## src/rtl/string_receiver.sv

```systemverilog
// WS2812B-format single-wire receiver: measures high pulses to recover bits, assembles
// 24-bit pixels MSB first, and detects the long-low frame reset.
module string_receiver #(
  parameter int unsigned ClkPeriodNs = 100,
  parameter int unsigned ResetNs     = 50000,
  parameter int unsigned IdxW        = 10
) (
  input  logic            clk_i,
  input  logic            rst_ni,
  input  logic            sdi_i,
  output logic [23:0]     pixel_data_o,
  output logic            pixel_valid_o,
  output logic [IdxW-1:0] pixel_index_o,
  output logic            frame_sync_o,
  output logic            synced_o,
  output logic            bit_err_o
);

  localparam int unsigned CntW = 16;
  localparam logic [CntW-1:0] MinHigh    = CntW'((150 + ClkPeriodNs - 1) / ClkPeriodNs);
  localparam logic [CntW-1:0] Thresh     = CntW'((600 + ClkPeriodNs - 1) / ClkPeriodNs);
  localparam logic [CntW-1:0] MaxHigh    = CntW'((2000 + ClkPeriodNs - 1) / ClkPeriodNs);
  localparam logic [CntW-1:0] ResetCount = CntW'((ResetNs + ClkPeriodNs - 1) / ClkPeriodNs);

  typedef enum logic {StLow, StHigh} state_e;

  state_e            state_q, state_d;
  logic              sync1_q, sdi_s_q, sdi_d_q;
  logic [CntW-1:0]   cnt_q, cnt_d;
  logic [4:0]        bit_cnt_q, bit_cnt_d;
  logic [23:0]       shift_q, shift_d;
  logic [IdxW-1:0]   idx_q, idx_d;
  logic [23:0]       pixel_data_q, pixel_data_d;
  logic              pixel_valid_q, pixel_valid_d;
  logic [IdxW-1:0]   pixel_index_q, pixel_index_d;
  logic              frame_sync_q, frame_sync_d;
  logic              synced_q, synced_d;
  logic              bit_err_q, bit_err_d;

  logic rise, frame_evt, pulse_evt, pulse_ok, bit_val;

  assign rise      = sdi_s_q & ~sdi_d_q;
  assign frame_evt = (state_q == StLow) && (cnt_q == ResetCount);
  assign pulse_evt = (state_q == StHigh) && !sdi_s_q;
  assign pulse_ok  = (cnt_q >= MinHigh) && (cnt_q <= MaxHigh);
  assign bit_val   = (cnt_q >= Thresh);

  // State register
  always_ff @(posedge clk_i or negedge rst_ni) begin
    if (!rst_ni) begin
      state_q <= StLow;
    end else begin
      state_q <= state_d;
    end
  end

  // Next-state logic
  always_comb begin
    state_d = state_q;
    unique case (state_q)
      StLow:   if (rise) state_d = StHigh;
      StHigh:  if (!sdi_s_q) state_d = StLow;
      default: state_d = StLow;
    endcase
  end

  // Run counter, bit assembly and output strobes
  always_comb begin
    cnt_d         = cnt_q;
    bit_cnt_d     = bit_cnt_q;
    shift_d       = shift_q;
    idx_d         = idx_q;
    pixel_data_d  = pixel_data_q;
    pixel_valid_d = 1'b0;
    pixel_index_d = pixel_index_q;
    frame_sync_d  = 1'b0;
    synced_d      = synced_q;
    bit_err_d     = 1'b0;

    if (state_q == StLow) begin
      if (rise) begin
        cnt_d = CntW'(1);
      end else if (!sdi_s_q && cnt_q != '1) begin
        cnt_d = cnt_q + 1'b1;
      end
    end else begin
      if (!sdi_s_q) begin
        cnt_d = CntW'(1);
      end else if (cnt_q != '1) begin
        cnt_d = cnt_q + 1'b1;
      end
    end

    // The counter passes ResetCount only once per low run, so this fires once.
    if (frame_evt) begin
      frame_sync_d  = 1'b1;
      synced_d      = 1'b1;
      idx_d         = '0;
      pixel_index_d = '0;
      if (bit_cnt_q != '0) begin
        bit_err_d = 1'b1;
        bit_cnt_d = '0;
        shift_d   = '0;
      end
    end

    if (pulse_evt && synced_q) begin
      if (!pulse_ok) begin
        bit_err_d = 1'b1;
      end else begin
        shift_d = {shift_q[22:0], bit_val};
        if (bit_cnt_q == 5'd23) begin
          pixel_data_d  = {shift_q[22:0], bit_val};
          pixel_valid_d = 1'b1;
          pixel_index_d = idx_q;
          idx_d         = idx_q + 1'b1;
          bit_cnt_d     = '0;
        end else begin
          bit_cnt_d = bit_cnt_q + 1'b1;
        end
      end
    end
  end

  always_ff @(posedge clk_i or negedge rst_ni) begin
    if (!rst_ni) begin
      sync1_q       <= 1'b0;
      sdi_s_q       <= 1'b0;
      sdi_d_q       <= 1'b0;
      cnt_q         <= '0;
      bit_cnt_q     <= '0;
      shift_q       <= '0;
      idx_q         <= '0;
      pixel_data_q  <= '0;
      pixel_valid_q <= 1'b0;
      pixel_index_q <= '0;
      frame_sync_q  <= 1'b0;
      synced_q      <= 1'b0;
      bit_err_q     <= 1'b0;
    end else begin
      sync1_q       <= sdi_i;
      sdi_s_q       <= sync1_q;
      sdi_d_q       <= sdi_s_q;
      cnt_q         <= cnt_d;
      bit_cnt_q     <= bit_cnt_d;
      shift_q       <= shift_d;
      idx_q         <= idx_d;
      pixel_data_q  <= pixel_data_d;
      pixel_valid_q <= pixel_valid_d;
      pixel_index_q <= pixel_index_d;
      frame_sync_q  <= frame_sync_d;
      synced_q      <= synced_d;
      bit_err_q     <= bit_err_d;
    end
  end

  assign pixel_data_o  = pixel_data_q;
  assign pixel_valid_o = pixel_valid_q;
  assign pixel_index_o = pixel_index_q;
  assign frame_sync_o  = frame_sync_q;
  assign synced_o      = synced_q;
  assign bit_err_o     = bit_err_q;

endmodule
```

## config.mk

```make
export PLATFORM = sky130hd
export DESIGN_NAME = string_receiver
export DESIGN_NICKNAME = d
export VERILOG_FILES = /design/src/rtl/string_receiver.sv
export SDC_FILE = /design/constraint.sdc
export NUM_CORES = 1
export LEC_CHECK = 0
export CORE_MARGIN = 1
export CORE_UTILIZATION = 45
export CTS_BUF_LIST = sky130_fd_sc_hd__clkbuf_4
export DETAILED_ROUTE_END_ITERATION = 8
export GPL_TIMING_DRIVEN = 0
export PLACE_DENSITY = 0.65
export SLEW_MARGIN = 20
export SYNTH_ARGS = -nofsm -noshare
export SYNTH_HDL_FRONTEND = slang
export SYNTH_SLANG_ARGS = --single-unit
```

## constraint.sdc

```tcl
create_clock -name clk_i -period 2.75 [get_ports clk_i]
set_clock_uncertainty 0.2 [all_clocks]
set_input_delay 0.6875 -clock clk_i [delete_from_list [all_inputs] [get_ports clk_i]]
set_output_delay 0.6875 -clock clk_i [all_outputs]
set_load 0.01 [all_outputs]
```

# --- Yosys cells after proc, flatten, opt, wreduce, memory -nomap -nowiden ---
# Index checks and enable logic that the tools add are counted.
classes:
  n_addsub: 3
  order_cmp: 3
  eq_ne: 4
  n_mux: 33
  bitwise_logic: 3
  reduce_logical: 10
ops:
  columns: ["operator", "n"]
  rows:
  - ["$mux 24", 4]
  - ["$mux 10", 8]
  - ["$mux 16", 5]
  - ["$mux 5", 5]
  - ["$add 16x1->16 const B", 1]
  - ["$eq 16x9->1 const B", 1]
  - ["$ge 16x2->1 const B", 1]
  - ["$ge 16x3->1 const B", 1]
  - ["$le 16x5->1 const B", 1]
  - ["$ne 16x16->1 const B", 1]
  - ["$add 10x1->10 const B", 1]
  - ["$mux 1", 10]
  - ["$add 5x1->5 const B", 1]
  - ["$eq 5x5->1 const B", 1]
  - ["$logic_and 1x1->1", 5]
  - ["$reduce_bool 5->1", 1]
  - ["$ne 3x2->1 const B", 1]
  - ["$reduce_and 3->1", 1]
  - ["$reduce_bool 3->1", 1]
  - ["$not 1->1", 2]
  - ["$pmux 1 s2", 1]
  - ["$reduce_and 2->1", 1]
  - ["$and 1x1->1", 1]
  - ["$logic_not 1->1", 1]
totals:
  ff_bits: 97
  inputBits: 3
  out_inout_bits: 38
  elab_cells: 70

# --- Depth between registers and ports, before layout ---
depth:
  depth_word: 6
  ltp_mapped: 10
  depth_no_buf: 7

# --- Worst setup path before layout ---
# OpenSTA, ideal clock, no wires.
synth_timing:
  path_kind: "register to register"
  from: "register cnt_q[0]"
  to: "register bit_cnt_q[1]"
  setup_ns: 0.065
  t_arrival_ns: 1.801
  required_time_ns: 2.485
  setup_slack_ns: 0.684
  stages_incl_launch_ff: 10
  n_path_buf: 2
  synth_period_minus_slack_ns: 2.066
  path_cell_list: "dfrtp_1 inv_1 ha_1 nor3_1 a31oi_1 and3_1 buf_4 a21oi_4 buf_6 a22o_1"
synth_via:
  elab_chain_len: 5
  word_cells_on_any_way: 8
  classes_between: "order compare (2); eq/ne (1); mux (3); reduce/logical (2)"
synth_lines:
  columns: ["item", "line_no", "source"]
  rows:
  - ["start, declared", "29", "logic [CntW-1:0] cnt_q, cnt_d;"]
  - ["start signal, assigned", "144", "cnt_q <= cnt_d;"]
  - ["branches (longest 4 deep; another with $ge 16x2->1)", null, null]
  - ["$mux 5 *", "107", "if (pulse_evt && synced_q) begin"]
  - ["net bit_cnt_d[1]", "30", "logic [4:0] bit_cnt_q, bit_cnt_d;"]
  - ["end signal, assigned", "145", "bit_cnt_q <= bit_cnt_d;"]
  - ["end, declared", "30", null]
# Mark *: on every way through the listed nets, which the timed path passes.
# A chain may end at the register's enable or synchronous reset.

# --- Worst setup path after layout ---
layout_timing:
  from: "register cnt_q[0]"
  to: "register idx_q[3]"
layout_via:
  elab_chain_len: 6
  word_cells_on_any_way: 9
  classes_between: "order compare (2); eq/ne (1); mux (4); reduce/logical (2)"
layout_lines:
  columns: ["item", "line_no", "source"]
  rows:
  - ["branches (longest 5 deep; another with $ge 16x2->1)", null, null]
  - ["$mux 10 *", "107", null]
  - ["net idx_d[3]", "32", "logic [IdxW-1:0] idx_q, idx_d;"]
  - ["end signal, assigned", "147", "idx_q <= idx_d;"]
  - ["end, declared", "32", null]
# Marked as above.

==> metrics.md <==
| Metric | Value |
|---|---|
| Seq/Total Area, Yosys | 55.6% |
| Cell Area, Synth | 4320 um2 |
| WP buf/inv | 2 |
| Multi-input logic area | 1710 um2 |
| Final worst slack | 0.422 ns |
| Filler cells | 866 |
| Count of final setup violators | 0 |
| Max capacitance violation total | 0 |
| FF/Latch Area | 2400 um2 |
| DPL Wire Length | 5540 um |
| CP cell instances | inv_1, ha_1, nor3_1, a31oi_1, nand4_2, clkbuf_1, o21ai_0, a21oi_1 |
| First-pass detailed-route iteration total | 4 |
| Final hold slack | 0.166 ns |
| Data required time of the worst path | 2.91 ns |
| Setup slack, reg-to-reg | 0.42 ns |
| Hold path cells | 0 |
| P&R area growth vs syn | 16.8% |
| Post-synth EDFFs | 0 |
| Area contributors post-synth | dfrtp_1 56%, nand2_1 9.0%, a22o_1 5.1%, nand3_1 3.0%, xnor2_1 2.4% |
| Gpl congestion | 0.857 |
| Layout cell share with drive strength beyond 1 | 11.1% |
| Initial antenna violation count | 0 |
| Ant diodes | 0 |
| Slew @ Worst Pin | 0.462 ns |
| Synthesized flop and latch total | 96 |
| Reg2Reg Launch Point | cnt_q[0] |
| Top cell type by total area after synthesis | dfrtp_1 |
| Clock sink total | 96 |
| CP arrival | 2.48 ns |
| H-tree depth | 3 |
| RSZ-0062 raised after global routing | no |
| Syn avg cell area | 10.3 um2 |
| Hold Path Sink | sdi_s_q |
| Initial core utilization | 46.5% |
| Dominant cell by count in the synthesized netlist | nand2_1 |
| Overall global routing resource usage | 17.9% |
| Via density | 5.16 |
| Synth unique cells | 54 |
| Post-route cell area | 5040 um2 |
| Post-layout min period | 2.33 ns |
| Power Density | 468 nW/um2 |
| Initial drt markers | 124 |
| Crit share post-route | 84.7% |
| Cts repair resizes | 0 |
| Post-synth top area share | 55.6% |
| Die height | 100 um |
| DP Area | 4910 um2 |
| Syn_nets | 428 |
| First-pass GRT wire length | 14200 um |
| Slowest-stage cell, CP | dfrtp_1 |
| IO Pins | 41 |
| Async SR Flop Fraction | 100% |
| Peak VDD IR | 182 uV |
| Die Wd | 100 um |
| Reg2Reg Capture Point | idx_q[3] |
| CP Class | flip-flop to flip-flop |
| Crit start category | flip-flop |
| Worst Hold Class | flip-flop to flip-flop |
| Max Fclk | 0.430 GHz |
| Post-Route Utilization | 54.3% |
| Top_reg_cell synth | dfrtp_1 |
| Core area | 9280 um2 |
| Crit path capture type | flip-flop |
| Wire per inst | 13.4 um |
| Aggregate routed wire length | 8120 um |
| Top delay family on crit path | compound AO/OA/AOI/OAI gates |
| Die ar. | 9990 um2 |
| Post-route ant nets | 0 |
| Site Rows | 35 |
| Status | complete, no violations |
| Crit-path max cell delay | 0.45 ns |
| Root buffer cell | clkbuf_4 |
| Synth cell count leaders | 104 x nand2_1, 96 x dfrtp_1, 26 x nand3_1 |
| Relative slew slack | 69.1% |
| Final layout net count | 481 |
| Final Max Slew Viols | 0 |
| Port bufs | 40 |
| Pre-CTS WS | 0.454 ns |
| Worst Hold Launch | sync1_q |
| CTS clk-pin slew, worst paths | 0.14 ns |
| Fin. Hold Viols | 0 |
| Vias in the first global route | 3054 |
| Largest net degree at the start of global routing | 53 |
| CTS max path bufs | 2 |
| Leakage | 0.00245 uW |
| Crit Path Max Fanout | 10 |
| Yosys warns | 0 |
| Setup TNS | 0 ns |
| CTS Buf Count | 9 |
| Worst R2R Path Depth | 8 |
| Skew-Pair Late Insertion Delay | 0.44 ns |
| Post-route DRC | 0 |
| CTS tree | done |
| Synth Instances | 419 |
| GRT overflow | 0 |
| DR vias | 3124 |
## sequential cells by signal, indices dropped and copies added, names as in the netlist
name / count
frame_sync_o: 1
sdi_s_q: 1
cnt_q: 16
state_q: 1
synced_o: 1
pixel_data_o: 24
sdi_d_q: 1
shift_q: 23
pixel_index_o: 10
idx_q: 10
bit_err_o: 1
sync1_q: 1
pixel_valid_o: 1
bit_cnt_q: 5
## routing by layer
layer	GRT usage [%]	share of wire, %	wire length [um]
met5	0	0	0
met4	6.90	1.5	119
met3	2.37	2.0	162
met2	30.1	47	3800
met1	23.6	50	4040
## worst max path at each step
stage             start              end  slack (ns)  depth (start not counted)
6_report       cnt_q[0]         idx_q[3]        0.42                          8
4_1_cts        cnt_q[0]         idx_q[3]        0.41                          8
5_1_grt        cnt_q[0]         idx_q[3]        0.20                          8
3_3_place_gp     rst_ni  pixel_data_o[7]       -2.70                          1
2_1_floorplan  cnt_q[0]     bit_cnt_q[1]        0.68                          9
3_5_place_dp   cnt_q[0]         idx_q[3]        0.45                          8
## what timing repair did
item | 4_1_cts | 5_1_grt
endpoints found under the hold margin | 44 | 0
hold buffers | 1 | 0
setup buffers | 0 | 0
## layout by cell type (no fill, tap or decap), types with 3 or more instances in the layout
cell type | synthesis | final
nand2_1 | 104 | 104
nand4_1 | 4 | 4
buf_2 | 8 | 8
buf_4 | 3 | 3
clkdlybuf4s50_1 | 0 | 39
mux2i_1 | 4 | 4
nor2_1 | 23 | 23
nor3_2 | 3 | 3
a22o_1 | 25 | 25
clkbuf_4 | 0 | 9
ha_1 | 6 | 6
a21oi_1 | 6 | 6
nor3_1 | 4 | 4
xnor2_1 | 12 | 12
dfrtp_1 | 96 | 96
inv_1 | 14 | 14
nand3b_1 | 3 | 3
a211oi_1 | 6 | 6
and3_1 | 6 | 6
mux2_2 | 3 | 3
nand3_1 | 26 | 26
clkbuf_1 | 5 | 5
buf_6 | 6 | 7
o21ai_0 | 10 | 10
or3_1 | 5 | 5
## logic make-up after synthesis
family | after synthesis | synth area share (%)
adders and majority gates | 6 | 1.74
DFF | 96 | 55.6
buffers and inverters | 36 | 4.67
AOI/OAI and AO/OA | 63 | 11.4
xor gates and xnor gates | 13 | 2.64
muxes | 9 | 2.23
and+or+nand+nor | 196 | 21.6
## report_power, final
part	switching, uW	total (uW)	leakage (uW)	internal, uW
clock network	491	687	0.0000667	196
logic	107	188	0.00106	81.0
registers	48.9	1490	0.00133	1440
## through the flow
stage	power [uW]	instances
2_1_floorplan	1630	419
3_3_place_gp	1690	588
3_5_place_dp	1710	589
4_1_cts	2390	606
5_1_grt	2480	606
6_report	2360	606
## cell type report
cell class              instances  share of cell area (%)
plain buffers                  22                    2.95
clock buffers                   9                    1.34
clock inverters                 7                    1.17
inverters                      14                    1.04
multi-input cells             287                    34.0
flip-flops and latches         96                    47.6
well taps                     129                    3.20
repair buffers                 42                    8.71
(Power assumes the default switching activity.)
